### src/rtl/imem_loader_pkg.sv
// Shared types and helpers for the instruction-memory loader.
package imem_loader_pkg;

   // Session states of the loader FSM.
   typedef enum logic [1:0] {
      IDLE  = 2'd0,
      RECV  = 2'd1,
      WRITE = 2'd2,
      DONE  = 2'd3
   } state_t;

   localparam int BYTES_PER_WORD = 4;
   localparam int LANE_W         = $clog2(BYTES_PER_WORD);

   // Drop one stream byte into its little-endian lane of a 32-bit word.
   function automatic logic [31:0] lane_insert(input logic [31:0]       word,
                                               input logic [7:0]        data,
                                               input logic [LANE_W-1:0] lane);
      logic [31:0] w;
      w = word;
      w[8*lane +: 8] = data;
      return w;
   endfunction

endpackage

### src/rtl/imem_loader_if.sv
// Control, byte-stream and memory-write signals of the loader.
interface imem_loader_if;
   logic        start_i;
   logic [15:0] len_i;
   logic        abort_i;
   logic        byte_valid_i;
   logic [7:0]  byte_data_i;
   logic        byte_ready_o;
   logic        mem_we_o;
   logic [31:0] mem_addr_o;
   logic [31:0] mem_data_o;
   logic        busy_o;
   logic        done_o;
   logic        err_o;
   logic        cpu_run_o;

   // Host / stream source side.
   modport master (
      output start_i, len_i, abort_i, byte_valid_i, byte_data_i,
      input  byte_ready_o, mem_we_o, mem_addr_o, mem_data_o,
             busy_o, done_o, err_o, cpu_run_o
   );

   // Loader side.
   modport slave (
      input  start_i, len_i, abort_i, byte_valid_i, byte_data_i,
      output byte_ready_o, mem_we_o, mem_addr_o, mem_data_o,
             busy_o, done_o, err_o, cpu_run_o
   );
endinterface

### src/rtl/imem_loader_byte_packer.sv
// Packs accepted stream bytes little-endian into 32-bit words.
module imem_loader_byte_packer
   import imem_loader_pkg::*;
(
   input  logic        clk_i,
   input  logic        rst_i,
   input  logic        clear,
   input  logic        byte_accept,
   input  logic [7:0]  byte_data,
   output logic        word_valid,
   output logic [31:0] word_next
);

   logic [LANE_W-1:0] lane_q;
   logic [31:0]       word_q;

   // word_next already includes the byte being accepted, so the 4th byte's
   // word is complete in the same cycle word_valid is raised.
   assign word_next  = lane_insert(word_q, byte_data, lane_q);
   assign word_valid = byte_accept && (lane_q == LANE_W'(BYTES_PER_WORD - 1)) && !clear;

   // Lane counter and partial word; clear drops any partial word.
   always_ff @(posedge clk_i or negedge rst_i) begin
      if (!rst_i) begin
         lane_q <= '0;
         word_q <= '0;
      end else if (clear) begin
         lane_q <= '0;
         word_q <= '0;
      end else if (byte_accept) begin
         lane_q <= lane_q + 1'b1;
         word_q <= word_next;
      end
   end

endmodule

### src/rtl/imem_loader.sv
// Streams a program into instruction memory and holds the CPU until done.
module imem_loader
   import imem_loader_pkg::*;
#(
   parameter int          WORDS     = 128,
   parameter logic [31:0] BASE_ADDR = 32'h0000_0000
) (
   input  logic        clk_i,
   input  logic        rst_i,
   imem_loader_if.slave bus
);

   localparam int CNT_W = $clog2(WORDS + 1);

   state_t             state_q, state_d;
   logic [15:0]        len_q;
   logic [CNT_W-1:0]   word_cnt_q;
   logic               err_q;
   logic               cpu_run_q;
   logic [31:0]        addr_q;
   logic [31:0]        data_q;

   logic               start_take, start_zero, start_bad, start_load;
   logic               byte_accept, last_word, pk_clear, pk_valid;
   logic [31:0]        pk_word;

   assign start_take  = (state_q == IDLE) && bus.start_i;
   assign start_zero  = start_take && (bus.len_i == 16'd0);
   assign start_bad   = start_take && (bus.len_i > 16'(WORDS));
   assign start_load  = start_take && !start_zero && !start_bad;
   assign byte_accept = bus.byte_valid_i && (state_q == RECV);
   assign last_word   = (16'(word_cnt_q) + 16'd1) == len_q;
   assign pk_clear    = start_load || ((state_q == RECV) && bus.abort_i);

   imem_loader_byte_packer u_packer (
      .clk_i       (clk_i),
      .rst_i       (rst_i),
      .clear       (pk_clear),
      .byte_accept (byte_accept),
      .byte_data   (bus.byte_data_i),
      .word_valid  (pk_valid),
      .word_next   (pk_word)
   );

   // State register.
   always_ff @(posedge clk_i or negedge rst_i) begin
      if (!rst_i) state_q <= IDLE;
      else        state_q <= state_d;
   end

   // Next-state decode; abort outranks the DONE transition from WRITE.
   always_comb begin
      state_d = state_q;
      case (state_q)
         IDLE: begin
            if (start_zero)      state_d = DONE;
            else if (start_load) state_d = RECV;
         end
         RECV: begin
            if (bus.abort_i)     state_d = IDLE;
            else if (pk_valid)   state_d = WRITE;
         end
         WRITE: begin
            if (bus.abort_i)     state_d = IDLE;
            else if (last_word)  state_d = DONE;
            else                 state_d = RECV;
         end
         DONE:    state_d = IDLE;
         default: state_d = IDLE;
      endcase
   end

   // Session bookkeeping: length, word counter, error and CPU release flags.
   always_ff @(posedge clk_i or negedge rst_i) begin
      if (!rst_i) begin
         len_q      <= '0;
         word_cnt_q <= '0;
         err_q      <= 1'b0;
         cpu_run_q  <= 1'b0;
      end else begin
         if (start_load) begin
            len_q      <= bus.len_i;
            word_cnt_q <= '0;
            err_q      <= 1'b0;
            cpu_run_q  <= 1'b0;
         end
         if (start_bad) err_q <= 1'b1;
         if ((state_q == RECV) && bus.abort_i) err_q <= 1'b1;
         if (state_q == WRITE) begin
            word_cnt_q <= word_cnt_q + 1'b1;
            if (bus.abort_i) err_q <= 1'b1;
         end
         if (state_q == DONE) cpu_run_q <= 1'b1;
      end
   end

   // Memory port address/data, captured with the completing byte and held.
   always_ff @(posedge clk_i or negedge rst_i) begin
      if (!rst_i) begin
         addr_q <= '0;
         data_q <= '0;
      end else if ((state_q == RECV) && !bus.abort_i && pk_valid) begin
         addr_q <= BASE_ADDR + (32'(word_cnt_q) << 2);
         data_q <= pk_word;
      end
   end

   assign bus.byte_ready_o = (state_q == RECV);
   assign bus.mem_we_o     = (state_q == WRITE);
   assign bus.busy_o       = (state_q == RECV) || (state_q == WRITE);
   assign bus.done_o       = (state_q == DONE);
   assign bus.mem_addr_o   = addr_q;
   assign bus.mem_data_o   = data_q;
   assign bus.err_o        = err_q;
   assign bus.cpu_run_o    = cpu_run_q;

endmodule

### src/flat_wrapper.sv
// flat-port wrapper written by rule: the top's interface ports become plain ports
module imem_loader_flat import imem_loader_pkg::*;
#(
   parameter int          WORDS     = 128,
   parameter logic [31:0] BASE_ADDR = 32'h0000_0000
)
  (clk_i, rst_i, bus_start_i, bus_len_i, bus_abort_i, bus_byte_valid_i, bus_byte_data_i, bus_byte_ready_o, bus_mem_we_o, bus_mem_addr_o, bus_mem_data_o, bus_busy_o, bus_done_o, bus_err_o, bus_cpu_run_o);
  imem_loader_if bus_i ();
  input  logic clk_i;
  input  logic rst_i;
  input wire logic [$bits(bus_i.start_i)-1:0] bus_start_i;
  input wire logic [$bits(bus_i.len_i)-1:0] bus_len_i;
  input wire logic [$bits(bus_i.abort_i)-1:0] bus_abort_i;
  input wire logic [$bits(bus_i.byte_valid_i)-1:0] bus_byte_valid_i;
  input wire logic [$bits(bus_i.byte_data_i)-1:0] bus_byte_data_i;
  output wire logic [$bits(bus_i.byte_ready_o)-1:0] bus_byte_ready_o;
  output wire logic [$bits(bus_i.mem_we_o)-1:0] bus_mem_we_o;
  output wire logic [$bits(bus_i.mem_addr_o)-1:0] bus_mem_addr_o;
  output wire logic [$bits(bus_i.mem_data_o)-1:0] bus_mem_data_o;
  output wire logic [$bits(bus_i.busy_o)-1:0] bus_busy_o;
  output wire logic [$bits(bus_i.done_o)-1:0] bus_done_o;
  output wire logic [$bits(bus_i.err_o)-1:0] bus_err_o;
  output wire logic [$bits(bus_i.cpu_run_o)-1:0] bus_cpu_run_o;
  assign bus_i.start_i = bus_start_i;
  assign bus_i.len_i = bus_len_i;
  assign bus_i.abort_i = bus_abort_i;
  assign bus_i.byte_valid_i = bus_byte_valid_i;
  assign bus_i.byte_data_i = bus_byte_data_i;
  assign bus_byte_ready_o = bus_i.byte_ready_o;
  assign bus_mem_we_o = bus_i.mem_we_o;
  assign bus_mem_addr_o = bus_i.mem_addr_o;
  assign bus_mem_data_o = bus_i.mem_data_o;
  assign bus_busy_o = bus_i.busy_o;
  assign bus_done_o = bus_i.done_o;
  assign bus_err_o = bus_i.err_o;
  assign bus_cpu_run_o = bus_i.cpu_run_o;
  imem_loader #(.WORDS(WORDS), .BASE_ADDR(BASE_ADDR)) u_core (.clk_i(clk_i), .rst_i(rst_i), .bus(bus_i));
endmodule
### config.mk
export PLATFORM = sky130hd
export DESIGN_NAME = imem_loader_flat
export DESIGN_NICKNAME = d
export VERILOG_FILES = /design/src/rtl/imem_loader_pkg.sv /design/src/rtl/imem_loader_if.sv /design/src/rtl/imem_loader_byte_packer.sv /design/src/rtl/imem_loader.sv /design/src/flat_wrapper.sv
export SDC_FILE = /design/constraint.sdc
export NUM_CORES = 1
export LEC_CHECK = 0
export BUFFER_PORTS_ARGS = -buffer_cell sky130_fd_sc_hd__buf_4
export CAP_MARGIN = 20
export CORE_ASPECT_RATIO = 0.5
export CORE_UTILIZATION = 60
export DETAILED_ROUTE_END_ITERATION = 8
export GPL_TIMING_DRIVEN = 1
export PLACE_DENSITY = 0.86
export REMOVE_ABC_BUFFERS = 1
export SLEW_MARGIN = 10
export SYNTH_ARGS = -nofsm -noshare
export SYNTH_HDL_FRONTEND = slang
export SYNTH_SLANG_ARGS = --single-unit
### constraint.sdc
create_clock -name clk_i -period 3.8 [get_ports clk_i]
set_clock_uncertainty 0.15 [all_clocks]
set_input_delay 0.57 -clock clk_i [delete_from_list [all_inputs] [get_ports clk_i]]
set_output_delay 0.57 -clock clk_i [all_outputs]
set_load 0.01 [all_outputs]
==> impl_metrics.toml <==
[run_status]
status = "finished, final reports clean"

[synthesis]
synth.area.mux_share_pct = 4.57
synthDistinctLibCells = 45
synthCells = 519
synth_top_family_by_area = "simple AND/OR/NAND/NOR gates"
yosys_warnings = 0
synth_xor_area_share_pct = 2.25
synth.avg_cell_area_um2 = 9.77
synth_compound_area_share_pct = 15.0
synth-seq-area-share_pct = 50.3
synth_top_cell_area_share_pct = 50.3
synth_area_um2 = 5070
synth_top_area_cell = "dfrtp_1"
synth_edf_count = 0
yosys-top-cells-area = "dfrtp_1 50%, a21oi_1 7.0%, nor2_1 5.2%, a22oi_1 4.9%, nor2b_1 4.1%"
ys_ff_latch = 102
synthAdderAreaFrac_pct = 2.96
synth-simple-area-share_pct = 17.5
synth_ff_type = "dfrtp_1"
async_flop_share_pct = 100

[finish]
multiInputGateArea_um2 = 2230
mostFrequentLayoutCells = "102 x dfrtp_1, 83 x buf_4, 71 x a21oi_1, 70 x nor2_1"
nFillCells = 580
final_util_pct = 72.9
layout.nets = 620
final_common_cell = "dfrtp_1"
layout-drive-gt1-share_pct = 19.9
regArea_um2 = 2550
antenna_cells = 0
final_cells = 696
area_delta_synth_final_pct = 16.2

[route]
post_drt_via_cell_ratio = 5.48
num_vias = 3812
postRouteAntennaNets = 0
drt_pass1_iterations = 4
routed_wl_um = 10500
drc = 0
drt-initial-drc-count = 328
avgRoutedWirePerCell_um = 15.0

[clock_network]
post_cts_buffers = 0
cts.hold.buffers_added = 0
clkSinkCount = 102
clock_path_buffers = 2
cts_made_buffers = 9
cts_tree = "done"
cts_resized = 0
cts.clk_slew.worst_paths_ns = 0.06
clkLatencyLatePin_ns = 0.34
clock-root-buffer = "clkbuf_16"
cts_max_level = 3

[floorplan]
die_h_um = 67
rows = 23
die_x_um = 132
die_area_um2 = 8840
core_um2 = 8090
io_pins = 99
start_util_pct = 62.7

[grt]
met2_usage_pct = 42.3
grt_first_pass_wirelength_um = 17300
first_global_vias = 3562
met3_usage_pct = 6.24
overflow = 0
grt_use_total_pct = 25.4
antenna_found_initial = 0
grt_max_degree = 73
top_usage_layer = "met2"
gr-usage-met1_pct = 33.0

[placement]
pre_cts_ws_ns = 0.814
finalWeightedCongestion = 0.866
io_buffers = 74
dp_hpwl_um = 6890
dp_cells = 680

[sta]
setup_viol = 0
fin_setup_tns_ns = 0
fmax_mhz = 378
finalCritPeriodShare_pct = 69.7
worstMarginPinSlew_ns = 0.779
period_minus_slack_ns = 2.65
max_slew_margin_pct = 48.1
hold_viol_final = 0
rsz0062_at_grt = "no"
setup_slack_ns = 1.15
final_max_slew_viol_count = 0

[critical_path]
cp_cell_sequence = "buf_4, or4_4, o41ai_2, or3b_1, and4_4, mux2_4"
cp_slowest_stage_delay_ns = 0.56
path_class = "primary input to register"
cp.arrival_ns = 2.72
end_kind = "register"
cp_slowest_cell = "or4_4"
worstSetupStartpointType = "primary input"
worstPathRequired_ns = 3.88
path_max_fanout = 72

[worst_hold_path]
hold_path_class = "primary input to asynchronous set/reset pin"

[pwr]
ir_drop_uv = 342
pwr_density_cell_nw_per_um2 = 625
p_leak_nw = 2.86
power_mw = 3.68

[run]
maxCapViolCount = 0
-- synth_stat cells, types with 8 or more instances --
cell,instances
nand2_1,28
nor2b_1,33
a22oi_1,33
xnor2_1,9
a21oi_1,71
buf_4,24
o21ai_0,14
ha_1,12
nor2_1,70
mux2_2,13
clkbuf_1,24
inv_1,8
dfrtp_1,102
and2_1,12
-- critical path, delay by kind of cell --
family | cells | cell delay [ns]
simple gates | 3 | 1.41
mux | 1 | 0.39
compound gates | 1 | 0.24
buf+inv | 1 | 0.11
-- cells by family after synthesis --
group,after synthesis
and+or+nand+nor,178
buffers and inverters,65
DFF,102
adders and majority gates,12
AOI/OAI and AO/OA,128
muxes,20
other,1
xor gates and xnor gates,13
-- where the power goes --
group	switching, mW	internal [mW]
Combinational	0.650	0.550
Sequential	0.188	1.32
Clock	0.381	0.596
Total	1.22	2.46
-- through the flow --
step           hold WS, ns  instance area (um^2)
2_1_floorplan        0.124                  4810
4_1_cts              0.184                  5890
6_report             0.154                  5890
5_1_grt              0.218                  5890
3_3_place_gp         0.317                  5580
3_5_place_dp         0.321                  5580
-- area by class of cell --
class	instances	share of cell area (%)
multi-input combinational	375	37.8
sequential	102	43.3
clock inverter	3	1.15
tap	112	2.38
timing repair buffer	83	10.6
clock buffer	13	4.25
inverter	8	0.510
-- final timing paths --
path,startpoint,slack (ns),cells past startpoint,endpoint
max in group asynchronous,rst_i,2.56,2,u_core.word_cnt_q[3]
max,bus_len_i[2],1.15,6,u_core.bus.mem_addr_o[9]
max reg2reg,u_core.state_q[0],1.28,6,u_core.bus.mem_addr_o[5]
min in group clk_i,bus_len_i[4],0.32,2,u_core.len_q[4]
min,rst_i,0.15,1,u_core.bus.mem_data_o[8]
min reg2reg,u_core.bus.cpu_run_o,0.34,1,u_core.bus.cpu_run_o
-- flip-flops by register name (all words and copies together), names as in the netlist --
name	flops
u_core.u_packer.word_q	32
u_core.bus.mem_data_o	32
u_core.bus.err_o	1
u_core.bus.mem_addr_o	8
u_core.len_q	16
u_core.word_cnt_q	8
u_core.u_packer.lane_q	2
u_core.bus.cpu_run_o	1
u_core.state_q	2
-- per-layer routing --
| metal | vias to the layer above | wire length (um) |
|---|---|---|
| met1 | 1829 | 4750 |
| met5 | - | 0 |
| li1 | 1853 | - |
| met2 | 120 | 4990 |
| met4 | 0 | 114 |
| met3 | 10 | 619 |
No activity file was read; power rests on OpenSTA's default activity.
